## config.mk

```make
export PLATFORM = sky130hd
export DESIGN_NAME = pueo_scaler_readout_seq
export DESIGN_NICKNAME = d
export VERILOG_FILES = /design/src/rtl/pueo_scaler_pkg.sv /design/src/rtl/pueo_scaler_tick_gen.sv /design/src/rtl/pueo_scaler_readout_seq.sv
export SDC_FILE = /design/constraint.sdc
export NUM_CORES = 1
export LEC_CHECK = 0
export BUFFER_PORTS_ARGS = -buffer_cell sky130_fd_sc_hd__buf_2
export CAP_MARGIN = 20
export CORE_UTILIZATION = 50
export DETAILED_ROUTE_END_ITERATION = 6
export PLACE_DENSITY_LB_ADDON = 0.05
export SYNTH_ARGS = -nofsm -noshare
export SYNTH_HDL_FRONTEND = slang
export SYNTH_SLANG_ARGS = --single-unit
```

## constraint.sdc

```tcl
create_clock -name sysclk_i -period 7.31 [get_ports sysclk_i]
set_input_delay 0.731 -clock sysclk_i [delete_from_list [all_inputs] [get_ports sysclk_i]]
set_output_delay 0.731 -clock sysclk_i [all_outputs]
set_load 0.05 [all_outputs]
```

## src/rtl/pueo_scaler_pkg.sv

```systemverilog
// Shared types and constants for the scaler readout sequencer.
package pueo_scaler_pkg;

  typedef enum logic [2:0] {
    ST_IDLE  = 3'd0,
    ST_REQ   = 3'd1,
    ST_WAIT  = 3'd2,
    ST_WRITE = 3'd3,
    ST_DONE  = 3'd4
  } state_e;

  // Default number of cycles to wait for a bank acknowledge
  localparam int TIMEOUT_DEFAULT = 15;

  // Result word written when a channel never answers; sliced to CNT_BITS
  localparam logic [63:0] RESULT_ONES = '1;

  // Result RAM address width: {bank, channel}
  function automatic int addr_width(input int nchan);
    return $clog2(nchan) + 1;
  endfunction

endpackage

```

## src/rtl/pueo_scaler_tick_gen.sv

```systemverilog
// Readout tick source: PPS pulse or free-running period counter, registered.
module pueo_scaler_tick_gen (
  input  logic        sysclk_i,
  input  logic        sysclk_rstn_i,
  input  logic        use_pps_i,
  input  logic        pps_i,
  input  logic [31:0] period_i,
  output logic        tick_o
);

  logic [31:0] cnt_q, cnt_d;
  logic        tick_q, tick_d;
  logic        int_tick;

  // Period counter wraps only on compare-equal, so a new period applies at the next wrap
  always_comb begin
    cnt_d    = cnt_q + 32'd1;
    int_tick = 1'b0;
    if (period_i == 32'd0) begin
      cnt_d = '0;
    end else if (cnt_q == period_i - 32'd1) begin
      cnt_d    = '0;
      int_tick = 1'b1;
    end
    tick_d = use_pps_i ? pps_i : int_tick;
  end

  // Counter and registered tick
  always_ff @(posedge sysclk_i or negedge sysclk_rstn_i) begin
    if (!sysclk_rstn_i) begin
      cnt_q  <= '0;
      tick_q <= 1'b0;
    end else begin
      cnt_q  <= cnt_d;
      tick_q <= tick_d;
    end
  end

  assign tick_o = tick_q;

endmodule

```

## src/rtl/pueo_scaler_readout_seq.sv

```systemverilog
// Periodic read-and-clear of every scaler channel into a double-buffered result RAM.
module pueo_scaler_readout_seq
  import pueo_scaler_pkg::*;
#(
  parameter int NCHAN    = 32,
  parameter int CNT_BITS = 16,
  parameter int TIMEOUT  = TIMEOUT_DEFAULT,
  localparam int CW      = $clog2(NCHAN),
  localparam int AW      = addr_width(NCHAN),
  localparam int TW      = $clog2(TIMEOUT + 1)
) (
  input  logic                sysclk_i,
  input  logic                sysclk_rstn_i,
  input  logic                enable_i,
  input  logic                use_pps_i,
  input  logic                pps_i,
  input  logic [31:0]         period_i,
  input  logic [NCHAN-1:0]    chan_en_i,
  output logic                scal_req_o,
  output logic [CW-1:0]       scal_chan_o,
  input  logic                scal_ack_i,
  input  logic [CNT_BITS-1:0] scal_dat_i,
  output logic                buf_we_o,
  output logic [AW-1:0]       buf_addr_o,
  output logic [CNT_BITS-1:0] buf_dat_o,
  output logic                bank_o,
  output logic                done_o,
  output logic                busy_o,
  output logic                overrun_o,
  output logic                timeout_o,
  input  logic                clr_flags_i
);

  state_e              state_q, state_d;
  logic [CW-1:0]       chan_q, chan_d;
  logic [TW-1:0]       wcnt_q, wcnt_d;
  logic [CNT_BITS-1:0] data_q, data_d;
  logic                bank_q, bank_d;
  logic                ovr_q, ovr_d;
  logic                tmo_q, tmo_d;
  logic                tick;
  logic                ovr_set, tmo_set;

  pueo_scaler_tick_gen u_tick (
    .sysclk_i      (sysclk_i),
    .sysclk_rstn_i (sysclk_rstn_i),
    .use_pps_i     (use_pps_i),
    .pps_i         (pps_i),
    .period_i      (period_i),
    .tick_o        (tick)
  );

  // Sequencer next-state: walk all channels, then publish the set by flipping the bank
  always_comb begin
    state_d = state_q;
    chan_d  = chan_q;
    wcnt_d  = wcnt_q;
    data_d  = data_q;
    bank_d  = bank_q;
    tmo_set = 1'b0;
    // A tick is only consumed in IDLE; anywhere else (DONE included) it is an overrun
    ovr_set = tick && (state_q != ST_IDLE);
    case (state_q)
      ST_IDLE: begin
        if (tick && enable_i) begin
          chan_d  = '0;
          state_d = ST_REQ;
        end
      end
      ST_REQ: begin
        if (!chan_en_i[chan_q]) begin
          data_d  = '0;
          state_d = ST_WRITE;
        end else begin
          wcnt_d  = '0;
          state_d = ST_WAIT;
        end
      end
      ST_WAIT: begin
        if (scal_ack_i) begin
          data_d  = scal_dat_i;
          state_d = ST_WRITE;
        end else if (wcnt_q == TW'(TIMEOUT - 1)) begin
          data_d  = RESULT_ONES[CNT_BITS-1:0];
          tmo_set = 1'b1;
          state_d = ST_WRITE;
        end else begin
          wcnt_d = wcnt_q + 1'b1;
        end
      end
      ST_WRITE: begin
        if (chan_q == CW'(NCHAN - 1)) begin
          state_d = ST_DONE;
        end else begin
          chan_d  = chan_q + 1'b1;
          state_d = ST_REQ;
        end
      end
      ST_DONE: begin
        bank_d  = ~bank_q;
        state_d = ST_IDLE;
      end
      default: state_d = ST_IDLE;
    endcase
    // Sticky flags: a same-cycle set event beats a software clear
    ovr_d = ovr_set ? 1'b1 : (clr_flags_i ? 1'b0 : ovr_q);
    tmo_d = tmo_set ? 1'b1 : (clr_flags_i ? 1'b0 : tmo_q);
  end

  // Control state with asynchronous reset
  always_ff @(posedge sysclk_i or negedge sysclk_rstn_i) begin
    if (!sysclk_rstn_i) begin
      state_q <= ST_IDLE;
      chan_q  <= '0;
      wcnt_q  <= '0;
      bank_q  <= 1'b0;
      ovr_q   <= 1'b0;
      tmo_q   <= 1'b0;
    end else begin
      state_q <= state_d;
      chan_q  <= chan_d;
      wcnt_q  <= wcnt_d;
      bank_q  <= bank_d;
      ovr_q   <= ovr_d;
      tmo_q   <= tmo_d;
    end
  end

  // Result word holding register; only observed while writing, so it needs no reset
  always_ff @(posedge sysclk_i) begin
    data_q <= data_d;
  end

  // Outputs decode from registered state so reset clears them immediately
  assign scal_req_o  = ((state_q == ST_REQ) && chan_en_i[chan_q]) || (state_q == ST_WAIT);
  assign scal_chan_o = chan_q;
  assign buf_we_o    = (state_q == ST_WRITE);
  assign buf_addr_o  = buf_we_o ? {~bank_q, chan_q} : '0;
  assign buf_dat_o   = buf_we_o ? data_q : '0;
  assign bank_o      = bank_q;
  assign done_o      = (state_q == ST_DONE);
  assign busy_o      = (state_q != ST_IDLE);
  assign overrun_o   = ovr_q;
  assign timeout_o   = tmo_q;

endmodule

```

==> results of run 1 <==
-- synth_stat cells, drive strengths merged (8+ instances only) --
cell | number | area, um2
nor4 | 12 | 120
nand2 | 32 | 120
a21oi | 29 | 145
nor2 | 31 | 116
or3 | 11 | 70.1
xnor2 | 30 | 263
nand3 | 19 | 100
nand2b | 8 | 50.1
mux4 | 10 | 225
nor3 | 48 | 282
dfrtp | 48 | 1200
o21ai | 13 | 65.1
nand4 | 12 | 75.1
inv | 28 | 105
and2 | 22 | 138
or4 | 8 | 68.8
xor2 | 35 | 307
and3 | 10 | 62.6
edfxtp | 16 | 480
clkbuf | 12 | 45.0
-- per-layer routing --
metal / track usage (%) / up-vias
met4: 11.8 / 0
met3: 4.37 / 33
met2: 42.5 / 143
met5: 0 / -
met1: 31.1 / 1989
li1: - / 2061
-- cells by family after synthesis --
kind of cell | after synthesis
flip-flops | 64
buffers and inverters | 48
multiplexers | 15
XOR/XNOR | 65
AO/OA/AOI/OAI | 70
adder cells (fa/ha/maj) | 6
AND/OR/NAND/NOR | 234
-- flip-flops by register name (all words and copies together) (netlist names) --
signal and flops:
data_q 16, wcnt_q 4, state_q 3, timeout_o 1, u_tick.tick_o 1, u_tick.cnt_q 32
overrun_o 1, scal_chan_o 5, bank_o 1
-- final timing paths --
path	slack, ps	end	startpoint
min in group sysclk_i	490	bank_o$_DFFE_PN0P_	bank_o$_DFFE_PN0P_
max in group asynchronous	6390	u_tick.cnt_q[19]$_DFF_PN0_	sysclk_rstn_i
max reg2reg	4140	u_tick.cnt_q[9]$_DFF_PN0_	u_tick.cnt_q[5]$_DFF_PN0_
min reg2reg	490	bank_o$_DFFE_PN0P_	bank_o$_DFFE_PN0P_
min	480	timeout_o$_DFFE_PN0P_	sysclk_rstn_i
max	3480	u_tick.cnt_q[9]$_DFF_PN0_	period_i[1]
-- where the power goes --
part | internal, mW | total (mW) | switching [mW]
combinational | 0.184 | 0.584 | 0.401
clock | 0.196 | 0.347 | 0.151
sequential | 0.461 | 0.511 | 0.0508
total | 0.840 | 1.44 | 0.603
-- through the flow --
stage / area (um2) / cells / total power, mW / utilization, %
4_1_cts: 5530 / 731 / 1.46 / 62.4
5_1_grt: 5530 / 731 / 1.52 / 62.4
3_5_place_dp: 5300 / 715 / 1.11 / 59.9
2_1_floorplan: 4640 / 502 / 0.950 / -
6_report: 5530 / 731 / 1.44 / 62.4
3_3_place_gp: 5300 / 715 / 1.10 / 59.9
-- cell usage in the layout, fill, tap and decap left out, types with 3 or more instances in the layout --
cell,netlist,final
nor2_1,31,31
buf_4,0,4
and4_1,4,4
nor3_1,41,41
nor4_1,9,9
mux4_2,10,10
clkbuf_8,0,9
xnor2_1,30,30
mux2i_1,3,3
o221ai_1,3,3
a21oi_1,29,29
nand3_1,18,18
nand2b_1,8,8
nor2b_1,3,3
edfxtp_1,16,16
nor3_2,6,6
and2_1,22,22
o21ai_0,13,13
and3_1,10,10
or3_1,10,10
inv_1,28,28
or4_1,5,5
nand2_1,32,32
ha_1,6,6
dfrtp_1,48,48
nand3b_1,3,3
xor2_1,35,35
nor4_4,3,3
buf_2,0,120
a22o_1,3,3
nand4_1,12,12
inv_6,0,3
-- area by class of cell --
cell class              instances  area, um2  share of cell area (%)
repair buffers                124        631                    11.4
well taps                     108        135                    2.45
inverters                      29        109                    1.97
flip-flops and latches         64       1680                    30.4
multi-input cells             390       2750                    49.7
clock buffers                   9        124                    2.24
clock inverters                 7        100                    1.81
-- worst reg2reg max path, delay by kind of cell (launching register included) --
family,cells,cell delay (ps)
simple gates,3,1080
compound gates,3,910
buf+inv,1,390
flops,1,430
xor+xnor,1,200
==> results.yml, run 1 <==
status:
  status: "finished, violations left"
  violations: "design-rule violations"
clock_network:
  cts_inserted_buffers: 9
  post_cts_resized: 0
  root_buffer: "clkbuf_8"
  hold_buffers: 0
  ctsHtreeMaxLevel: 3
  insertion_delay_ps: 350
  clock_sinks: 64
  cts_tree: "done"
  clkTransAtPathRegs_ps: 80
  clk_path_buf_depth: 2
  postCtsSetupBuffers: 0
detailed_routing:
  route.detailed.drc: 10
  ant_nets: 0
  dr.max_layer_used: "met4"
  wl_met3_um: 632
  wl_met1_um: 4850
  num_vias: 4226
  drt-total-wl_um: 11500
  dr.first_iter.drc_count: 264
  drtPass1Iterations: 7
  via_per_inst: 5.78
  wl_met2_um: 5690
  detail_route.wl_per_cell_um: 15.8
worst_setup_path:
  crit_type: "in2reg"
  reg2regPathDepth: 8
  critPathMaxFanout: 17
  path_cells: "buf_2 > nor4_4 > nand3_2 > o31a_1 > or3_2 > or4_4 > nor4_4 > buf_4 > nor3_1"
  cp-start-kind: "primary input"
  slowest_stage: "nor4_4"
  slowest_delay_ps: 810
  endpoint_kind: "register"
  crit_buf_inv: 2
  crit_top_cell: "nor4_4"
  arrival_ps: 4020
  required_ps: 7500
  crit_cells: 9
  cp_top_family: "simple AND/OR/NAND/NOR gates"
final_layout:
  fillers: 776
  nets: 711
  syn_to_final_growth_pct: 19.2
  layout-drive-gt1-share_pct: 28.4
  insertedDiodeCount: 0
synthesis:
  synth_nets: 595
  yosysSeqAreaShare_pct: 36.3
  ys_ff_latch: 64
  synth_warnings: 0
  ys_async_sr_fraction_pct: 75.0
  synth_compound_area_share_pct: 9.63
  synth-xor-area-share_pct: 12.3
  synth_edf_count: 16
  synth_top_family_by_area: "simple AND/OR/NAND/NOR gates"
  synth_adder_area_share_pct: 1.62
  synth_mux_area_share_pct: 5.99
  postSynthAreaPerCell_um2: 9.24
  synth_area_mm2: 0.00464
  syn_inst: 502
  synthSimpleGateAreaFrac_pct: 29.7
  ys_types: 60
  synth_flop_cell: "dfrtp_1"
floorplanning:
  core_area_mm2: 0.00885
  die_y_um: 98.3
  dieArea_mm2: 0.00966
  initial_core_util_pct: 52.4
  fp.dieW_um: 98.3
  placement_rows: 34
  ios: 121
sta:
  fin_ws_ps: 3480
  skew_ps: 9.01
  maxSlewViolCount: 0
  max_freq_mhz: 261
  fin_crit_ps: 3830
  hold_viol_final: 0
  tightest_slew_ps: 1020
  finalSetupViolCount: 0
  fin_crit_sh_pct: 52.4
  finalSetupTns_ps: 0
  rsz0062_at_grt: "no"
  whs_ps: 480
  slew_headroom_pct: 31.2
global_route:
  grt_pass1_wl_um: 19300
  grt_overflow: 0
  grt_start_max_net_pins: 49
  antenna_found_initial: 0
  grt_pass1_vias: 4155
  grt_usage_pct: 25.0
pwr:
  p_per_area_mw_per_mm2: 261
  vdd_drop_max_mv: 0.132
  p_leak_nw: 2.37
placed_design:
  port_buffers: 120
  place_hpwl_um: 8790
  pre_cts_ws_ps: 3120
  place.gp.congestion: 0.999
run:
  maxCapViolCount: 0
min_path:
  min_path_type: "in2async"
Note: power is estimated with default switching activity, not from simulation.
==> run 2: changes to the inputs <==
ABC_AREA = 1   (was not set)
clock period = 3.4 ns   (was 7.31 ns; I/O delays follow)
==> results.yml, run 2 <==
status:
  status: "completed"
synthesis:
  synth_edf_count: 16
  yosys-top-cells-area: "dfrtp_1 (22%), nand2_1 (14%), nor2_1 (13%)"
  synthTopCellsByCount: "nand2_1 (198), nor2_1 (182), inv_1 (140)"
  syn_inst: 870
  synth_warnings: 0
  ys_types: 40
  synth_area_mm2: 0.00544
  postSynthAreaPerCell_um2: 6.25
  synth.most_common_cell: "nand2_1"
  yosysSeqAreaShare_pct: 30.9
  ys_ff_latch: 64
  yosysTopAreaCell: "dfrtp_1"
  synth_top_cell_area_share_pct: 22.1
  synth_nets: 963
  synth_flop_cell: "dfrtp_1"
  ys_async_sr_fraction_pct: 75.0
final_layout:
  layout-drive-gt1-share_pct: 16.5
  final_cell_mix: "nand2_1 (198), nor2_1 (182), inv_1 (140)"
  fillers: 1076
  stdcell_area_mm2: 0.00637
  largest_reg_flops: 32
  syn_to_final_growth_pct: 17.1
  insertedDiodeCount: 0
  layout_commonest_cell: "nand2_1"
  top_register: "u_tick.cnt_q"
  nets: 1083
clock_network:
  ctsHtreeMaxLevel: 3
  cts_tree: "done"
  clk_path_buf_depth: 2
  root_buffer: "clkbuf_8"
  insertion_delay_ps: 360
  clkTransAtPathRegs_ps: 70
  clock_sinks: 64
  cts_inserted_buffers: 9
  postCtsSetupBuffers: 0
sta:
  maxSlewViolCount: 0
  slew_headroom_pct: 54.5
  finalSetupTns_ps: 0
  whs_ps: 187
  finalSetupViolCount: 0
  tightest_slew_ps: 682
  fin_crit_sh_pct: 81.9
  max_freq_mhz: 359
  skew_ps: 19.1
  fin_crit_ps: 2780
  hold_viol_final: 0
  rsz0062_at_grt: "no"
worst_setup_path:
  required_ps: 3060
  r2r_setup_slack_ps: 910
  crit_type: "reg2out"
  critPathMaxFanout: 20
  cp-start-kind: "register"
  endpoint_kind: "output pin"
  arrival_ps: 2440
floorplanning:
  ios: 121
  initial_core_util_pct: 52.2
  placement_rows: 37
  die_y_um: 106
  fp.dieW_um: 106
  dieArea_mm2: 0.0113
  core_area_mm2: 0.0104
global_route:
  grt_pass1_vias: 5350
  grt_start_max_net_pins: 30
  grt_usage_pct: 27.5
  grt_pass1_wl_um: 24500
  antenna_found_initial: 0
  grt_overflow: 0
pwr:
  vdd_drop_max_mv: 0.395
  p_per_area_mw_per_mm2: 507
  p_leak_nw: 3.29
placed_design:
  placed_cell_area_mm2: 0.00616
  port_buffers: 120
  place.gp.congestion: 1.03
  place_hpwl_um: 12100
detailed_routing:
  ant_nets: 0
  num_vias: 5828
  via_per_inst: 5.15
  dr.first_iter.drc_count: 434
  drtPass1Iterations: 5
  route.detailed.drc: 0
  drt-total-wl_um: 15200
  detail_route.wl_per_cell_um: 13.4
min_path:
  min_path_type: "in2reg"
run:
  maxCapViolCount: 0
==> run 2: cell types whose count changed in the layout (fill, tap and decap cells not counted), sizes merged, moves of 11 or more <==
cell	delta
nor3	-34
nand4	+11
nand2	+170
inv	+110
nor2	+163
and2	-20
nand3	+50
or3	-11
o21ai	+26
xnor2	-21
==> run 2: area by class of cell <==
| class | instances | area (um2) | area share [%] |
|---|---|---|---|
| multi-input cells | 649 | 3150 | 49.4 |
| flip-flops and latches | 64 | 1680 | 26.4 |
| repair buffers | 125 | 641 | 10.1 |
| inverters | 141 | 533 | 8.37 |
| well taps | 136 | 170 | 2.67 |
| clock buffers | 9 | 124 | 1.94 |
| clock inverters | 7 | 71.3 | 1.12 |
==> run 2: report_power, final <==
part	total, mW	internal, mW	switching [mW]
combinational	1.45	0.379	1.07
clock	0.659	0.338	0.320
sequential	1.12	1.00	0.116
total	3.23	1.72	1.51
==> run 2: routing by layer <==
metal | global-route usage [%] | share of wire (%) | up-vias
li1 | - | - | 2990
met1 | 35.0 | 45 | 2555
met2 | 45.0 | 45 | 240
met3 | 5.27 | 7.5 | 43
met4 | 12.8 | 2.9 | 0
met5 | 0 | 0 | -
==> run 2: path summary, 6_finish.rpt <==
path                            depth (start not counted)                         end                  startpoint
worst max register to register                         10    data_q[15]$_SDFFCE_PN0P_  scal_chan_o[0]$_DFFE_PN0P_
max in group asynchronous                               3  scal_chan_o[0]$_DFFE_PN0P_               sysclk_rstn_i
worst min register to register                          1          bank_o$_DFFE_PN0P_          bank_o$_DFFE_PN0P_
worst max-delay path                                    9                  scal_req_o  scal_chan_o[0]$_DFFE_PN0P_
min in group asynchronous                               2  u_tick.cnt_q[28]$_DFF_PN0_               sysclk_rstn_i
worst min-delay path                                    3     u_tick.tick_o$_DFF_PN0_                       pps_i
==> run 2: critical path: stages, from the launching register on <==
cell and delay (ps):
dfrtp_2 570, clkinvlp_4 350, o21ai_0 250, o22ai_1 90, o21a_1 170, o21ai_0 60, nand3_1 100, nand3_1 200
nand2_1 80, buf_2 230
==> run 2: logic make-up after synthesis <==
logic type      count (synthesis)  synth area share [%]
fa+ha+maj                       6                  1.38
simple gates                  516                  40.7
buf+inv                       157                  11.2
xor+xnor                       43                  6.92
compound gates                 84                  8.88
flops                          64                  30.9
==> run 2: what timing repair did <==
action | 4_1_cts | 5_1_grt
setup endpoints to repair | 0 | 1
resized for setup | 0 | 2
endpoints found under the hold margin | 22 | 0
hold buffers | 1 | 0
==> run 2: through the flow <==
stage	setup slack, ps	instances	utilization (%)	total power, mW
finish	617	1131	61.2	3.23
detailed placement	550	1114	59.1	2.58
floorplan	123	870	-	2.20
CTS	241	1131	61.1	3.25
global placement	649	1114	59.1	2.57
global route	313	1131	61.2	3.45
